===== src/rtl/id_ex_pkg.sv =====
// Shared widths, EX control-field bit positions and the per-edge update kind
// for the ID/EX pipeline register.
package id_ex_pkg;

  localparam int WB_W  = 2;
  localparam int MEM_W = 4;
  localparam int EX_W  = 8;

  localparam int ALUZERO_HI = 7;
  localparam int ALUZERO_LO = 5;
  localparam int REGDST_BIT = 4;
  localparam int ALUOP_HI   = 3;
  localparam int ALUOP_LO   = 1;
  localparam int ALUSRC_BIT = 0;

  localparam int MEMREAD_BIT_DEFAULT = 1;

  // What the stage does on the coming edge (reset is handled separately).
  typedef enum logic [1:0] {
    UPD_LOAD   = 2'd0,
    UPD_HOLD   = 2'd1,
    UPD_BUBBLE = 2'd2
  } upd_e;

endpackage


===== src/rtl/pipe_reg_en.sv =====
// Width-parametrised pipeline register: synchronous reset, synchronous clear
// to zero, and load enable (hold when en = 0). Priority reset > clr > en.
module pipe_reg_en #(
  parameter int WIDTH = 1
) (
  input  logic             clk,
  input  logic             reset,
  input  logic             en,
  input  logic             clr,
  input  logic [WIDTH-1:0] d,
  output logic [WIDTH-1:0] q
);

  always_ff @(posedge clk) begin
    if (reset) begin
      q <= '0;
    end else if (clr) begin
      q <= '0;
    end else if (en) begin
      q <= d;
    end
  end

endmodule


===== src/rtl/id_ex_pipe.sv =====
// ID/EX pipeline register with valid bit, stall/flush and load-use bubble.
// Optional bubble counter enabled by the ID_EX_PERF_CNT_EN macro.
module id_ex_pipe import id_ex_pkg::*; #(
  parameter int DATA_W      = 32,
  parameter int REG_W       = 5,
  parameter int TAR_W       = 26,
  parameter int MEMREAD_BIT = MEMREAD_BIT_DEFAULT
) (
  input  logic              clk,
  input  logic              reset,
  input  logic              stall,
  input  logic              flush,
  input  logic              valid_in,
  input  logic [WB_W-1:0]   WB_in,
  output logic [WB_W-1:0]   WB_out,
  input  logic [MEM_W-1:0]  MEM_in,
  output logic [MEM_W-1:0]  MEM_out,
  input  logic [EX_W-1:0]   EX_in,
  input  logic [DATA_W-1:0] nextAddress_in,
  output logic [DATA_W-1:0] nextAddress_out,
  input  logic [DATA_W-1:0] A_in,
  output logic [DATA_W-1:0] A_out,
  input  logic [DATA_W-1:0] B_in,
  output logic [DATA_W-1:0] B_out,
  input  logic [DATA_W-1:0] imm_in,
  output logic [DATA_W-1:0] imm_out,
  input  logic [REG_W-1:0]  Ins25_in,
  output logic [REG_W-1:0]  Ins25_out,
  input  logic [REG_W-1:0]  Ins20_in,
  output logic [REG_W-1:0]  Ins20_out,
  input  logic [REG_W-1:0]  Ins15_in,
  output logic [REG_W-1:0]  Ins15_out,
  input  logic [REG_W-1:0]  Ins10_in,
  output logic [REG_W-1:0]  Ins10_out,
  input  logic [TAR_W-1:0]  tar_in,
  output logic [TAR_W-1:0]  tar_out,
  input  logic [REG_W-1:0]  id_rs,
  input  logic [REG_W-1:0]  id_rt,
  output logic              valid_out,
  output logic [2:0]        AluzeroCtr,
  output logic              RegDst,
  output logic [2:0]        ALUop,
  output logic              ALUSrc,
  output logic              load_use_hazard,
  output logic [31:0]       bubble_cnt
);

  // Stage handshake: valid_in qualifies the decode-stage instruction and is
  // captured on every edge that is not a hold. stall freezes the whole stage
  // (valid_out included); flush or a load-use hazard loads a bubble, i.e.
  // valid_out = 0 with zeroed control groups. While load_use_hazard is high the
  // decode stage must keep its instruction so it is presented again next edge.

  upd_e             upd;
  logic             ctrl_en;
  logic             ctrl_clr;
  logic             data_en;
  logic [EX_W-1:0]  ex_q;
  logic [WB_W-1:0]  wb_d;
  logic [MEM_W-1:0] mem_d;
  logic [EX_W-1:0]  ex_d;

  assign load_use_hazard = valid_out & MEM_out[MEMREAD_BIT] & (Ins20_out != '0) &
                           ((Ins20_out == id_rs) | (Ins20_out == id_rt));

  always_comb begin
    upd = UPD_LOAD;
    if (flush) begin
      upd = UPD_BUBBLE;
    end else if (stall) begin
      upd = UPD_HOLD;
    end else if (load_use_hazard) begin
      upd = UPD_BUBBLE;
    end
  end

  assign ctrl_en  = (upd != UPD_HOLD);
  assign ctrl_clr = (upd == UPD_BUBBLE);
  assign data_en  = (upd == UPD_LOAD);

  // An invalid decode slot never carries live control into EX.
  assign wb_d  = valid_in ? WB_in  : '0;
  assign mem_d = valid_in ? MEM_in : '0;
  assign ex_d  = valid_in ? EX_in  : '0;

  pipe_reg_en #(.WIDTH(1)) u_valid (
    .clk(clk), .reset(reset), .en(ctrl_en), .clr(ctrl_clr), .d(valid_in), .q(valid_out)
  );
  pipe_reg_en #(.WIDTH(WB_W)) u_wb (
    .clk(clk), .reset(reset), .en(ctrl_en), .clr(ctrl_clr), .d(wb_d), .q(WB_out)
  );
  pipe_reg_en #(.WIDTH(MEM_W)) u_mem (
    .clk(clk), .reset(reset), .en(ctrl_en), .clr(ctrl_clr), .d(mem_d), .q(MEM_out)
  );
  pipe_reg_en #(.WIDTH(EX_W)) u_ex (
    .clk(clk), .reset(reset), .en(ctrl_en), .clr(ctrl_clr), .d(ex_d), .q(ex_q)
  );

  // Data fields hold through bubbles; they are don't-care while valid_out = 0.
  pipe_reg_en #(.WIDTH(DATA_W)) u_next_address (
    .clk(clk), .reset(reset), .en(data_en), .clr(1'b0), .d(nextAddress_in), .q(nextAddress_out)
  );
  pipe_reg_en #(.WIDTH(DATA_W)) u_a (
    .clk(clk), .reset(reset), .en(data_en), .clr(1'b0), .d(A_in), .q(A_out)
  );
  pipe_reg_en #(.WIDTH(DATA_W)) u_b (
    .clk(clk), .reset(reset), .en(data_en), .clr(1'b0), .d(B_in), .q(B_out)
  );
  pipe_reg_en #(.WIDTH(DATA_W)) u_imm (
    .clk(clk), .reset(reset), .en(data_en), .clr(1'b0), .d(imm_in), .q(imm_out)
  );
  pipe_reg_en #(.WIDTH(REG_W)) u_ins25 (
    .clk(clk), .reset(reset), .en(data_en), .clr(1'b0), .d(Ins25_in), .q(Ins25_out)
  );
  pipe_reg_en #(.WIDTH(REG_W)) u_ins20 (
    .clk(clk), .reset(reset), .en(data_en), .clr(1'b0), .d(Ins20_in), .q(Ins20_out)
  );
  pipe_reg_en #(.WIDTH(REG_W)) u_ins15 (
    .clk(clk), .reset(reset), .en(data_en), .clr(1'b0), .d(Ins15_in), .q(Ins15_out)
  );
  pipe_reg_en #(.WIDTH(REG_W)) u_ins10 (
    .clk(clk), .reset(reset), .en(data_en), .clr(1'b0), .d(Ins10_in), .q(Ins10_out)
  );
  pipe_reg_en #(.WIDTH(TAR_W)) u_tar (
    .clk(clk), .reset(reset), .en(data_en), .clr(1'b0), .d(tar_in), .q(tar_out)
  );

  assign AluzeroCtr = ex_q[ALUZERO_HI:ALUZERO_LO];
  assign RegDst     = ex_q[REGDST_BIT];
  assign ALUop      = ex_q[ALUOP_HI:ALUOP_LO];
  assign ALUSrc     = ex_q[ALUSRC_BIT];

`ifdef ID_EX_PERF_CNT_EN
  logic [31:0] bubble_cnt_q;

  // Saturating count of bubble-loading edges (flush or load-use).
  always_ff @(posedge clk) begin
    if (reset) begin
      bubble_cnt_q <= '0;
    end else if (ctrl_clr && (bubble_cnt_q != 32'hFFFF_FFFF)) begin
      bubble_cnt_q <= bubble_cnt_q + 32'd1;
    end
  end

  assign bubble_cnt = bubble_cnt_q;
`else
  assign bubble_cnt = '0;
`endif

endmodule

===== config.mk =====
export PLATFORM = sky130hd
export DESIGN_NAME = id_ex_pipe
export DESIGN_NICKNAME = d
export VERILOG_FILES = /design/src/rtl/id_ex_pkg.sv /design/src/rtl/pipe_reg_en.sv /design/src/rtl/id_ex_pipe.sv
export SDC_FILE = /design/constraint.sdc
export NUM_CORES = 1
export LEC_CHECK = 0
export CORE_AREA = 2 2 163 165
export DETAILED_ROUTE_END_ITERATION = 6
export DIE_AREA = 0 0 165 167
export PLACE_DENSITY = 0.87
export RECOVER_POWER = 25
export SLEW_MARGIN = 25
export SYNTH_ARGS = -nofsm -noshare
export SYNTH_HDL_FRONTEND = slang
export SYNTH_SLANG_ARGS = --single-unit

===== constraint.sdc =====
create_clock -name clk -period 3.5 [get_ports clk]
set_clock_uncertainty 0.2 [all_clocks]
set_input_delay 0.875 -clock clk [delete_from_list [all_inputs] [get_ports clk]]
set_output_delay 0.875 -clock clk [all_outputs]
set_load 0.005 [all_outputs]

==> results by group <==
Die
  – Rows: slightly below 60
  – Core Region: 25800 sq um
  – Starting density of the core: 42.2%
  – Die height: about 170 um
  – Die ar.: ~28000 sq um
  – # IOs: around 430
  – Die X: about 170 um

Clock tree
  – CTS tree: yes
  – Post-CTS Hold Buffers: 0
  – CTS resizes: 4
  – Clk sinks: roughly 190
  – CTS Buf Count: 17
  – Max H-tree Level: 4
  – Post-CTS setup buffer count: 0
  – Max Buffers Root-to-Sink: 2
  – Clock slew at reported path FFs: 0.08 ns
  – Clock latency on the worst-skew pair: 0.42 ns
  – Root Driver: clkbuf_16

Final layout
  – FILL cells: ~2200
  – Final net count: about 1800
  – Layout cells sized above 1: about 4.3%
  – Multi-input logic area: ~6200 sq um
  – Register Area: between 3000 and 4000 sq um
  – Finished Core Util: 59.3%
  – Antenna diodes: 0
  – Synth-to-layout area growth: 40.4%

Routing
  – Detailed Routing Iterations Pass 1: 7
  – Post-DRT Antenna Nets: 0
  – Via-per-instance ratio: 6.06
  – Starting DRT DRC Count: ~1300
  – DRC Markers: 0
  – WL/cell: around 18 um
  – Total routed wirelength: roughly 34000 um
  – Via count: 11800

Placed design
  – Post-DP HPWL: around 22000 um
  – Place WS: -0.267 ns
  – GP Congestion: a little over 0.8
  – Port Buffer Count: 392

Timing
  – Fin crit period: 3.37 ns
  – Final worst-path cycle share: between 90 and 100%
  – Setup-failing EPs final: 0
  – Fin. Hold Viols: 0
  – Fin worst setup slack: between 0.1 and 0.15 ns
  – Max-slew headroom: about 29%
  – Max Freq: 297 MHz
  – Least-Margin Pin Slew: roughly 1.1 ns
  – Hold Slack: between 0.2 and 0.25 ns
  – Fin. max-slew vios: 0
  – RSZ-0062 raised after global routing: no

Yosys
  – Cells after Synth: around 1300
  – Seq/Total Area, Yosys: roughly a third
  – Dominant cells by area after synthesis: dfxtp_1, a32oi_1, nand2_1
  – Synth Warn #: 0
  – Post-synthesis cell area: between 10000 and 15000 sq um
  – Synth top area share: 34.8%
  – Yosys top cell by area: dfxtp_1
  – Post-Synthesis Mean Instance Area: roughly 8.1 sq um
  – Register bit total from synthesis: ~190
  – Yosys cell types: 28

Setup path
  – CP Launch Type: primary input
  – Reg2reg start: u_ins20.q[4]
  – CP bufs+invs: 2
  – Worst-path fanout max: 2
  – CP Data Required Time: ~2.4 ns
  – Worst-path cell chain: clkdlybuf4s50_1 -> xor2_1 -> nor3_2 -> a22oi_2 -> nor2_2 -> dlygate4sd2_1
  – Crit Path Class: primary input to output port
  – CP Launch Point: id_rt[0]
  – Largest stage delay, worst path: between 0.4 and 0.5 ns
  – Worst EP arrival: around 2.3 ns
  – Slowest-stage cell, CP: clkdlybuf4s50_1
  – Crit path max-delay family: buffers and inverters
  – Critical Path End Type: output port

Hold path
  – Startpoint of the worst hold path: u_mem.q[3]
  – Hold crit path type: flop to flop

Power
  – Maximum VDD drop: 0.000300 V
  – Power Density: roughly 370 nW/um^2
  – Leakage: 0.00493 uW

Global route
  – Initial antenna violation count: 0
  – Grt met2 use: 38.6%
  – Met3 usage: under 10%
  – Total gr overflow: 0
  – Top Usage Layer GRT: met2
  – Largest net degree at the start of global routing: 200
  – Grt met1 use: between 20% and 30%
  – GRT Util Overall: 23.7%
  – Global-route wire length before repair: between 50000 and 60000 um
  – Vias in the first global route: 10700

Flow run
  – Max cap viols: 0

Status
  – Status: complete, no violations
cells by family (layout without fill, tap and decap cells):
kind of cell / Yosys count / after routing / share of synthesized area, %
simple gates: 562 / 562 / 25.8
compound gates: 366 / 366 / 29.2
buf+inv: 211 / 453 / 9.42
flops: 189 / 189 / 34.8
xor+xnor: 10 / 10 / 0.805
other cells: 1 / 32 / 0.0345
synth_stat cells:
| cell type | number |
|---|---|
| conb_1 | 1 |
| o211ai_4 | 1 |
| o311ai_1 | 101 |
| clkinv_1 | 1 |
| nor3_1 | 2 |
| buf_2 | 44 |
| a32oi_1 | 174 |
| o31ai_4 | 1 |
| nor2_1 | 4 |
| nor2b_1 | 1 |
| or2_2 | 1 |
| nand3_1 | 15 |
| or4_4 | 1 |
| clkbuf_2 | 1 |
| nand2_1 | 362 |
| buf_6 | 5 |
| buf_4 | 37 |
| dfxtp_1 | 189 |
| clkbuf_1 | 117 |
| nand3b_1 | 1 |
| o311ai_0 | 73 |
| nor3b_1 | 174 |
| a21oi_1 | 14 |
| nand2b_1 | 1 |
| xor2_1 | 10 |
| a22oi_2 | 1 |
| buf_1 | 6 |
| o21ai_0 | 1 |
tightest hold or removal path: stages (launching register included):
cell and delay (ns):
dfxtp_1 0.31, nand2_1 0.05, a21oi_1 0.05
per-stage QoR:
| step | total power, uW | TNS (ns) | std cells | area, sq um |
|---|---|---|---|---|
| floorplan | 3120 | 0 | 1370 | 11000 |
| global placement | 3810 | -0.250 | 1915 | 14700 |
| finish | 5700 | 0 | 1947 | 15300 |
| CTS | 5780 | 0 | 1947 | 15300 |
| global route | 5970 | 0 | 1947 | 15300 |
| detailed placement | 3840 | -0.267 | 1915 | 14700 |
area by class of cell:
cell class	instances	area share, %
Tap cell	335	2.74
Inverter	1	0.0737
Timing Repair Buffer	420	28.1
Sequential cell	189	24.8
Multi-Input combinational cell	970	40.6
Clock buffer	19	2.90
Clock inverter	13	0.811
per-layer routing:
| layer | up-vias | routed length, um |
|---|---|---|
| li1 | 5626 | - |
| met4 | 0 | 1340 |
| met3 | 86 | 2460 |
| met1 | 5596 | 14100 |
| met5 | - | 0 |
| met2 | 494 | 16600 |
worst paths after layout:
check / endpoint / slack (ns) / cells past startpoint
setup / recovery: load_use_hazard / 0.13 / 6
hold / removal: u_mem.q[3] / 0.25 / 2
setup reg to reg: u_b.q[28] / 0.87 / 5
hold reg to reg: u_mem.q[3] / 0.25 / 2
cells in the final DEF, fill, tap and decap left out, types with 2 or more instances in the layout:
| master | Yosys | final |
|---|---|---|
| a21oi_1 | 14 | 14 |
| a32oi_1 | 174 | 174 |
| buf_12 | 0 | 13 |
| buf_4 | 37 | 15 |
| clkbuf_16 | 0 | 17 |
| clkdlybuf4s50_1 | 0 | 297 |
| clkinv_4 | 0 | 3 |
| conb_1 | 1 | 32 |
| dfxtp_1 | 189 | 189 |
| dlygate4sd3_1 | 0 | 93 |
| inv_6 | 0 | 4 |
| inv_8 | 0 | 4 |
| nand2_1 | 362 | 362 |
| nand3_1 | 15 | 15 |
| nor2_1 | 4 | 3 |
| nor3_2 | 0 | 2 |
| nor3b_1 | 174 | 174 |
| o311ai_0 | 73 | 73 |
| o311ai_1 | 101 | 101 |
| xor2_1 | 10 | 10 |
flip-flops by register name, indices dropped and copies added (netlist names), 8 cells and up:
signal,count
u_b.q,32
u_imm.q,32
u_tar.q,26
u_ex.q,8
u_next_address.q,32
u_a.q,32
power breakdown:
part / internal, uW / switching [uW]
sequential: 2340 / 147
clock: 965 / 965
combinational: 715 / 575
No activity file was read; power rests on OpenSTA's default activity.
